`config.mk`:
```
export PLATFORM = sky130hd
export DESIGN_NAME = mesh_link
export DESIGN_NICKNAME = d
export VERILOG_FILES = /design/src/rtl/mesh_link.sv
export SDC_FILE = /design/constraint.sdc
export NUM_CORES = 1
export LEC_CHECK = 0
export ABC_AREA = 1
export BUFFER_PORTS_ARGS = -buffer_cell sky130_fd_sc_hd__clkbuf_2
export CAP_MARGIN = 20
export CORE_ASPECT_RATIO = 0.6
export CORE_MARGIN = 3
export CORE_UTILIZATION = 50
export CTS_BUF_LIST = sky130_fd_sc_hd__clkbuf_8 sky130_fd_sc_hd__clkbuf_16
export CTS_CLUSTER_DIAMETER = 120
export DETAILED_ROUTE_END_ITERATION = 10
export PLACE_DENSITY = 0.78
export SLEW_MARGIN = 20
export SYNTH_ARGS = -nofsm -noshare
export SYNTH_HDL_FRONTEND = slang
export SYNTH_SLANG_ARGS = --single-unit
```
`constraint.sdc`:
```
create_clock -name clk -period 4.5 [get_ports clk]
set_input_delay 0.9 -clock clk [delete_from_list [all_inputs] [get_ports clk]]
set_output_delay 0.9 -clock clk [all_outputs]
set_load 0.02 [all_outputs]
```
`src/rtl/mesh_link.sv`:
```
// mesh_link: link buffer between neighbouring tiles, sender handshake into a DEPTH-entry FIFO.
// Latency: a word captured at edge N is visible on recv_* in the next cycle (poppable at N+1).
// Backpressure: a full FIFO refuses capture (send_done stays low); recv side pops on valid & ready.
module mesh_link #(
  parameter int WIDTH = 32,
  parameter int DEPTH = 2
) (
  input  logic                       clk,
  input  logic                       nrst,
  input  logic [WIDTH-1:0]           send_data,
  input  logic                       send_ready,
  output logic                       send_done,
  output logic [WIDTH-1:0]           recv_data,
  output logic                       recv_valid,
  input  logic                       recv_ready,
  output logic [$clog2(DEPTH+1)-1:0] count
);

  localparam int CW = $clog2(DEPTH + 1);
  localparam int PW = (DEPTH > 1) ? $clog2(DEPTH) : 1;

  typedef enum logic {IDLE, ACK} state_t;

  state_t           state;
  logic [WIDTH-1:0] mem [DEPTH];
  logic [PW-1:0]    rd_ptr;
  logic [PW-1:0]    wr_ptr;
  logic             full;
  logic             empty;
  logic             push;
  logic             pop;

  assign full  = (count == CW'(DEPTH));
  assign empty = (count == '0);

  // Capture only from IDLE; the ACK cycle masks the still-asserted send_ready so a word
  // is never taken twice. Both decisions use pre-edge occupancy (no bypass at full).
  assign push = (state == IDLE) && send_ready && !full;
  assign pop  = !empty && recv_ready;

  assign recv_valid = !empty;
  assign recv_data  = mem[rd_ptr];

  // Input handshake FSM; send_done is registered and mirrors the ACK state.
  always_ff @(posedge clk or negedge nrst) begin
    if (!nrst) begin
      state     <= IDLE;
      send_done <= 1'b0;
    end else begin
      case (state)
        IDLE: begin
          if (push) begin
            state     <= ACK;
            send_done <= 1'b1;
          end else begin
            send_done <= 1'b0;
          end
        end
        default: begin
          state     <= IDLE;
          send_done <= 1'b0;
        end
      endcase
    end
  end

  // Storage array; contents are not reset, validity is tracked by count.
  always_ff @(posedge clk) begin
    if (push) begin
      mem[wr_ptr] <= send_data;
    end
  end

  // Pointers wrap at DEPTH-1 so non-power-of-two depths work.
  always_ff @(posedge clk or negedge nrst) begin
    if (!nrst) begin
      wr_ptr <= '0;
      rd_ptr <= '0;
    end else begin
      if (push) begin
        wr_ptr <= (wr_ptr == PW'(DEPTH - 1)) ? '0 : wr_ptr + PW'(1);
      end
      if (pop) begin
        rd_ptr <= (rd_ptr == PW'(DEPTH - 1)) ? '0 : rd_ptr + PW'(1);
      end
    end
  end

  // Occupancy: simultaneous push and pop leave it unchanged.
  always_ff @(posedge clk or negedge nrst) begin
    if (!nrst) begin
      count <= '0;
    end else begin
      case ({push, pop})
        2'b10:   count <= count + CW'(1);
        2'b01:   count <= count - CW'(1);
        default: count <= count;
      endcase
    end
  end

endmodule

```
==> impl_metrics.env, run 1 <==
export IMPL_max_freq_ghz=0.383
export IMPL_dp_cells=329
export IMPL_worstMarginPinSlew_ns=0.902
export IMPL_vias_in_the_first_global_route=1608
export IMPL_synth_largest_type_area_fraction_pct=71.8
export IMPL_wirelength_um=4400
export IMPL_synth_largest_area_cell="sky130_fd_sc_hd__edfxtp_1"
export IMPL_postSynthRegisterBits=69
export IMPL_setup_viol=0
export IMPL_power_density_cell_area_nw_per_um2=670
export IMPL_synth_nets=238
export IMPL_io_buffer_count=71
export IMPL_required_ns=3.60
export IMPL_synth_cell_area_sq_um=2680
export IMPL_timing_max_transition_violations_final=0
export IMPL_clock_insertion_delay_worst_skew_ns=0.33
export IMPL_antenna_found_initial=0
export IMPL_critical_path_max_stage_delay_ns=0.81
export IMPL_critical_path_top_delay_family="flip-flops"
export IMPL_run_status="completed"
export IMPL_nets=314
export IMPL_cp_common_cell="sky130_fd_sc_hd__nand2_1"
export IMPL_num_rows=19
export IMPL_cp_slowest_cell="sky130_fd_sc_hd__dfrtp_2"
export IMPL_final_instance_count_excl_fill=344
export IMPL_leakage_uw=0.00145
export IMPL_layout_area_overhead_vs_synth_pct=19.8
export IMPL_drc_errors=0
export IMPL_sequential_cell_area_fraction_in_the_yosys_report_pct=76.5
export IMPL_fin_crit_sh_pct=57.9
export IMPL_cts_tree="done"
export IMPL_finalHoldViolations=0
export IMPL_startpoint_class="register"
export IMPL_global_route_wire_length_before_repair_um=7380
export IMPL_postCtsResizedCells=0
export IMPL_worst_hold_path_type="primary input to asynchronous set/reset pin"
export IMPL_h_tree_depth=3
export IMPL_list_of_cells_traversed_by_the_critical_path="inv_8, nand2_1, nand2_1, clkbuf_2"
export IMPL_cap_viol_max_count=0
export IMPL_cts_inserted_buffers=9
export IMPL_cts_hold_buffers=0
export IMPL_overflow=0
export IMPL_dieHeight_um=62.7
export IMPL_drtPass1Iterations=4
export IMPL_overall_power_uw=2150
export IMPL_final_critical_path_setup_slack_ns=1.89
export IMPL_syn_avg_cell_area_sq_um=13.3
export IMPL_floorplan_die_width_um=100
export IMPL_synth_warnings=0
export IMPL_worstSetupEndpointType="output port"
export IMPL_coreArea_sq_um=4850
export IMPL_cp_buffers_inverters=2
export IMPL_root_buffer="sky130_fd_sc_hd__clkbuf_8"
export IMPL_critPathArrivalTime_ns=1.71
export IMPL_timing_critical_path_fanout_max=34
export IMPL_timing_max_slew_rel_slack_pct=39.7
export IMPL_dr_first_iter_drc_count=53
export IMPL_start_util_pct=55.2
export IMPL_worst_clock_skew_ns=0.00958
export IMPL_ant_nets=0
export IMPL_syn_inst=201
export IMPL_ys_top_cells_by_area="sky130_fd_sc_hd__edfxtp_1 (72%), sky130_fd_sc_hd__nand2_1 (13%), sky130_fd_sc_hd__dfrtp_1 (4.7%), sky130_fd_sc_hd__nand2_2 (2.8%), sky130_fd_sc_hd__clkbuf_8 (1.5%)"
export IMPL_post_synth_num_cell_types=16
export IMPL_worst_setup_hold_path_clk_slew_ns=0.06
export IMPL_finalWeightedCongestion=0.735
export IMPL_via_per_inst=4.72
export IMPL_design_die_area_sq_um=6300
export IMPL_post_route_min_period_ns=2.61
export IMPL_peakVddDrop_mv=0.308
export IMPL_clkSinkCount=69
export IMPL_n_antenna_cell=0
export IMPL_routed_via_count=1623
export IMPL_critPathKind="register to output port"
export IMPL_final_setup_tns_ns=0
export IMPL_globalRouteTotalUtil_pct=16.0
export IMPL_drive_above_1_share_pct=35.6
export IMPL_place_worst_setup_slack_ns=2.23
export IMPL_pin_count_of_the_biggest_net_entering_global_routing=35
export IMPL_clk_path_buf_depth=2
export IMPL_hpwl_um=2920
export IMPL_design_portCount=72
export IMPL_post_cts_setup_buffer_count=0
export IMPL_wire_per_inst_um=12.8
export IMPL_rsz0062_at_grt="no"
## worst register-to-register path: cells and delay by family (launching register included)
family / cells / cell delay (ns)
flip-flops: 1 / 0.42
AND/OR/NAND/NOR: 3 / 0.89
buffers and inverters: 1 / 0.07
## layout by cell type, fill, tap and decap left out, types with 2 or more instances in the layout
cell,synthesis,layout
sky130_fd_sc_hd__clkbuf_2,0,71
sky130_fd_sc_hd__clkbuf_8,3,9
sky130_fd_sc_hd__edfxtp_1,64,64
sky130_fd_sc_hd__nand2_2,12,12
sky130_fd_sc_hd__nand3_1,2,2
sky130_fd_sc_hd__dfrtp_1,5,4
sky130_fd_sc_hd__nand4_1,2,2
sky130_fd_sc_hd__nand2_1,95,95
sky130_fd_sc_hd__inv_1,8,12
## logic make-up after synthesis
group	Yosys count	share of synthesized area, %
buf+inv	17	5.24
flops	69	76.5
simple gates	113	17.5
fa+ha+maj	1	0.467
xor+xnor	1	0.327
## registers in the layout, indices dropped and copies added (netlist names)
| signal | flops |
|---|---|
| mem | 64 |
| rd_ptr | 1 |
| wr_ptr | 1 |
| count | 2 |
| state | 1 |
## layer usage
| layer | routed length [um] | GRT usage [%] | share of wire [%] | up-vias |
|---|---|---|---|---|
| li1 | - | - | - | 817 |
| met1 | 2040 | 21.0 | 46 | 728 |
| met2 | 1860 | 22.9 | 42 | 69 |
| met3 | 452 | 7.58 | 10 | 9 |
| met4 | 51 | 6.55 | 1.2 | 0 |
| met5 | 0 | 0 | 0 | - |
## synth_stat cells
cell type,count
sky130_fd_sc_hd__edfxtp_1,64
sky130_fd_sc_hd__nand2_2,12
sky130_fd_sc_hd__buf_12,1
sky130_fd_sc_hd__dfrtp_1,5
sky130_fd_sc_hd__inv_8,1
sky130_fd_sc_hd__inv_2,1
sky130_fd_sc_hd__nor2_1,1
sky130_fd_sc_hd__nand3_2,1
sky130_fd_sc_hd__nand3_1,2
sky130_fd_sc_hd__clkbuf_8,3
sky130_fd_sc_hd__xnor2_1,1
sky130_fd_sc_hd__inv_1,8
sky130_fd_sc_hd__nand4_1,2
sky130_fd_sc_hd__nand2_1,95
sky130_fd_sc_hd__ha_1,1
sky130_fd_sc_hd__buf_6,3
## through the flow
step	instance area, sq um	hold slack (ns)	util, %
4_1_cts	3210	0.350	66.1
5_1_grt	3210	0.351	66.1
3_3_place_gp	3030	0.454	62.5
3_5_place_dp	3030	0.463	62.5
2_1_floorplan	2680	0.442	-
6_report	3210	0.373	66.1
## final cells by class
class | count | area, sq um
clock buffers | 9 | 124
clock inverters | 6 | 50.0
fillers | 364 | 1640
inverters | 10 | 45.0
multi-input cells | 115 | 497
flip-flops and latches | 69 | 2050
well taps | 63 | 78.8
repair buffers | 72 | 363
## final timing paths
check	startpoint	slack [ns]	to	depth (start not counted)
hold reg to reg	wr_ptr	0.48	wr_ptr	2
setup / recovery	rd_ptr	1.89	recv_data[3]	4
hold / removal	nrst	0.37	state	1
max in group asynchronous	nrst	3.98	rd_ptr	1
setup reg to reg	count[0]	2.73	mem[1][2]	4
min in group clk	wr_ptr	0.48	wr_ptr	2
## where the power goes
group          leakage (uW)  switching (uW)  internal [uW]
logic              0.000695             531            224
registers          0.000649            91.3            861
clock network      0.000104             198            244
(Power assumes the default switching activity.)
==> inputs of run 2 (changes only) <==
clock period = 2.5 ns   (was 4.5 ns; I/O delays follow)
==> run 2 against run 1 <==
Against the previous run:
- combinational power rose by 94%
- sequential power grew 71%
- non-clock buffer count up 4
- clock skew fell by 0.0041 ns
==> impl_metrics.env, run 2 (synthesis results as in run 1) <==
export IMPL_p_comb_share_pct=37.8
export IMPL_holdPathStages=1
export IMPL_wirelength_um=4430
export IMPL_clk_path_buf_depth=2
export IMPL_max_freq_ghz=0.520
export IMPL_power_switching_fraction_pct=39.7
export IMPL_critical_path_reg2reg_startpoint="count[0]"
export IMPL_fin_crit_sh_pct=76.9
export IMPL_dr_first_iter_drc_count=82
export IMPL_cts_inserted_buffers=9
export IMPL_largest_registers="mem: 64 flops, count: 2 flops"
export IMPL_startpoint_class="register"
export IMPL_whs_endpoint="mem[1][1]"
export IMPL_drc_errors=0
export IMPL_setup_reg_to_reg_worst_slack_ns=0.97
export IMPL_pin_count_of_the_biggest_net_entering_global_routing=34
export IMPL_n_antenna_cell=0
export IMPL_worstHoldStart="send_data[1]"
export IMPL_run_status="completed"
export IMPL_via_per_inst=4.65
export IMPL_peakVddDrop_mv=0.607
export IMPL_cp_slowest_cell="sky130_fd_sc_hd__dfrtp_1"
export IMPL_overflow=0
export IMPL_internal_power_uw=2330
export IMPL_global_route_wire_length_before_repair_um=7140
export IMPL_sequential_power_share_pct=42.2
export IMPL_list_of_cells_traversed_by_the_critical_path="buf_4, nand2_1, nand2_1, clkbuf_2"
export IMPL_leakage_uw=0.00144
export IMPL_ant_nets=0
export IMPL_drive_above_1_share_pct=37.4
export IMPL_overall_power_uw=3870
export IMPL_io_buffer_count=71
export IMPL_dieHeight_um=62.7
export IMPL_timing_critical_path_from="rd_ptr"
export IMPL_post_cts_setup_buffer_count=0
export IMPL_worst_hold_path_type="primary input to register"
export IMPL_antenna_found_initial=0
export IMPL_critPathKind="register to output port"
export IMPL_setup_viol=0
export IMPL_root_buffer="sky130_fd_sc_hd__clkbuf_8"
export IMPL_cts_hold_buffers=1
export IMPL_critical_path_max_stage_delay_ns=0.47
export IMPL_power_share_clock_pct=20.0
export IMPL_postCtsResizedCells=0
export IMPL_fillerInstances=370
export IMPL_required_ns=2.00
export IMPL_routed_via_count=1623
export IMPL_cap_viol_max_count=0
export IMPL_num_rows=19
export IMPL_floorplan_die_width_um=100
export IMPL_place_worst_setup_slack_ns=0.893
export IMPL_timing_critical_path_fanout_max=18
export IMPL_ff2ff_path_depth=5
export IMPL_r2r_end="mem[1][16]"
export IMPL_final_setup_tns_ns=0
export IMPL_wire_per_inst_um=12.7
export IMPL_rsz0062_at_grt="no"
export IMPL_power_density_cell_area_nw_per_um2=1190
export IMPL_power_switching_uw=1540
export IMPL_final_critical_path_setup_slack_ns=0.579
export IMPL_worst_setup_hold_path_clk_slew_ns=0.07
export IMPL_finalWeightedCongestion=0.712
export IMPL_timing_max_transition_violations_final=0
export IMPL_finalHoldViolations=0
export IMPL_timing_max_slew_rel_slack_pct=71.7
export IMPL_cp_common_cell="sky130_fd_sc_hd__nand2_1"
export IMPL_design_portCount=72
export IMPL_vias_in_the_first_global_route=1548
export IMPL_hpwl_um=2910
export IMPL_design_die_area_sq_um=6300
export IMPL_coreArea_sq_um=4850
export IMPL_mostFrequentLayoutCells="sky130_fd_sc_hd__nand2_1 (95), sky130_fd_sc_hd__clkbuf_2 (71), sky130_fd_sc_hd__edfxtp_1 (64)"
export IMPL_post_route_min_period_ns=1.92
export IMPL_clkSinkCount=69
export IMPL_cts_tree="done"
export IMPL_layout_area_overhead_vs_synth_pct=21.0
export IMPL_nets=318
export IMPL_worstMarginPinSlew_ns=0.425
export IMPL_h_tree_depth=3
export IMPL_largest_reg_flops=64
export IMPL_registers_top_by_ff_count="mem"
export IMPL_globalRouteTotalUtil_pct=15.4
export IMPL_clock_insertion_delay_worst_skew_ns=0.34
export IMPL_critPathArrivalTime_ns=1.42
export IMPL_drtPass1Iterations=4
export IMPL_worst_clock_skew_ns=0.00548
export IMPL_worstSetupEndpointType="output port"
export IMPL_start_util_pct=55.2
export IMPL_most_common_library_cell_in_the_layout_ignoring_fill_and_taps="sky130_fd_sc_hd__nand2_1"
==> run 2: changes by cell type in the layout (fill, tap and decap cells not counted), sizes merged <==
cell / delta
buf: +3
bufinv: -1
clkinv: +2
clkinvlp: +4
dlygate4sd3: +1
inv: -4
==> run 2: how the worst max path moves through the flow <==
stage and end:
2_1_floorplan mem[1][0], 3_3_place_gp mem[1][14], 3_5_place_dp mem[1][26], 4_1_cts recv_data[10], 5_1_grt recv_data[24], 6_report recv_data[10]
==> run 2: stage by stage <==
stage	area (sq um)	instances	utilization, %	hold slack [ns]
final	3240	349	66.8	0.342
after CTS	3240	349	66.8	0.328
after floorplan	2680	201	-	0.204
after detailed placement	3050	332	63.0	0.325
after global routing	3240	349	66.8	0.311
after global placement	3050	332	63.0	0.324
==> run 2: metal layers <==
metal	share of wire, %	vias to the layer above	global-route usage (%)
met3	10	4	8.25
met1	45	723	19.5
met5	0	-	0
met4	0.77	0	5.55
li1	-	829	-
met2	44	67	22.4
==> run 2: power groups by stage <==
| stage | registers [uW] | clock network [uW] | logic, uW |
|---|---|---|---|
| floorplan | 1670 | 0 | 1090 |
| global placement | 1650 | 0 | 1470 |
| detailed placement | 1660 | 0 | 1480 |
| CTS | 1630 | 793 | 1490 |
| global route | 1650 | 863 | 1630 |
| finish | 1630 | 774 | 1460 |
==> run 2: area by class of cell <==
class | count | area, sq um | share of cell area [%]
well taps | 63 | 78.8 | 2.43
flip-flops and latches | 69 | 2050 | 63.2
inverters | 10 | 45.0 | 1.39
multi-input cells | 115 | 497 | 15.3
clock buffers | 9 | 124 | 3.82
clock inverters | 7 | 52.6 | 1.62
repair buffers | 76 | 395 | 12.2
==> run 2: critical path, delay by kind of cell, from the launching register on <==
| kind | cells | cell delay [ns] |
|---|---|---|
| flops | 1 | 0.47 |
| buf+inv | 2 | 0.45 |
| simple gates | 2 | 0.17 |
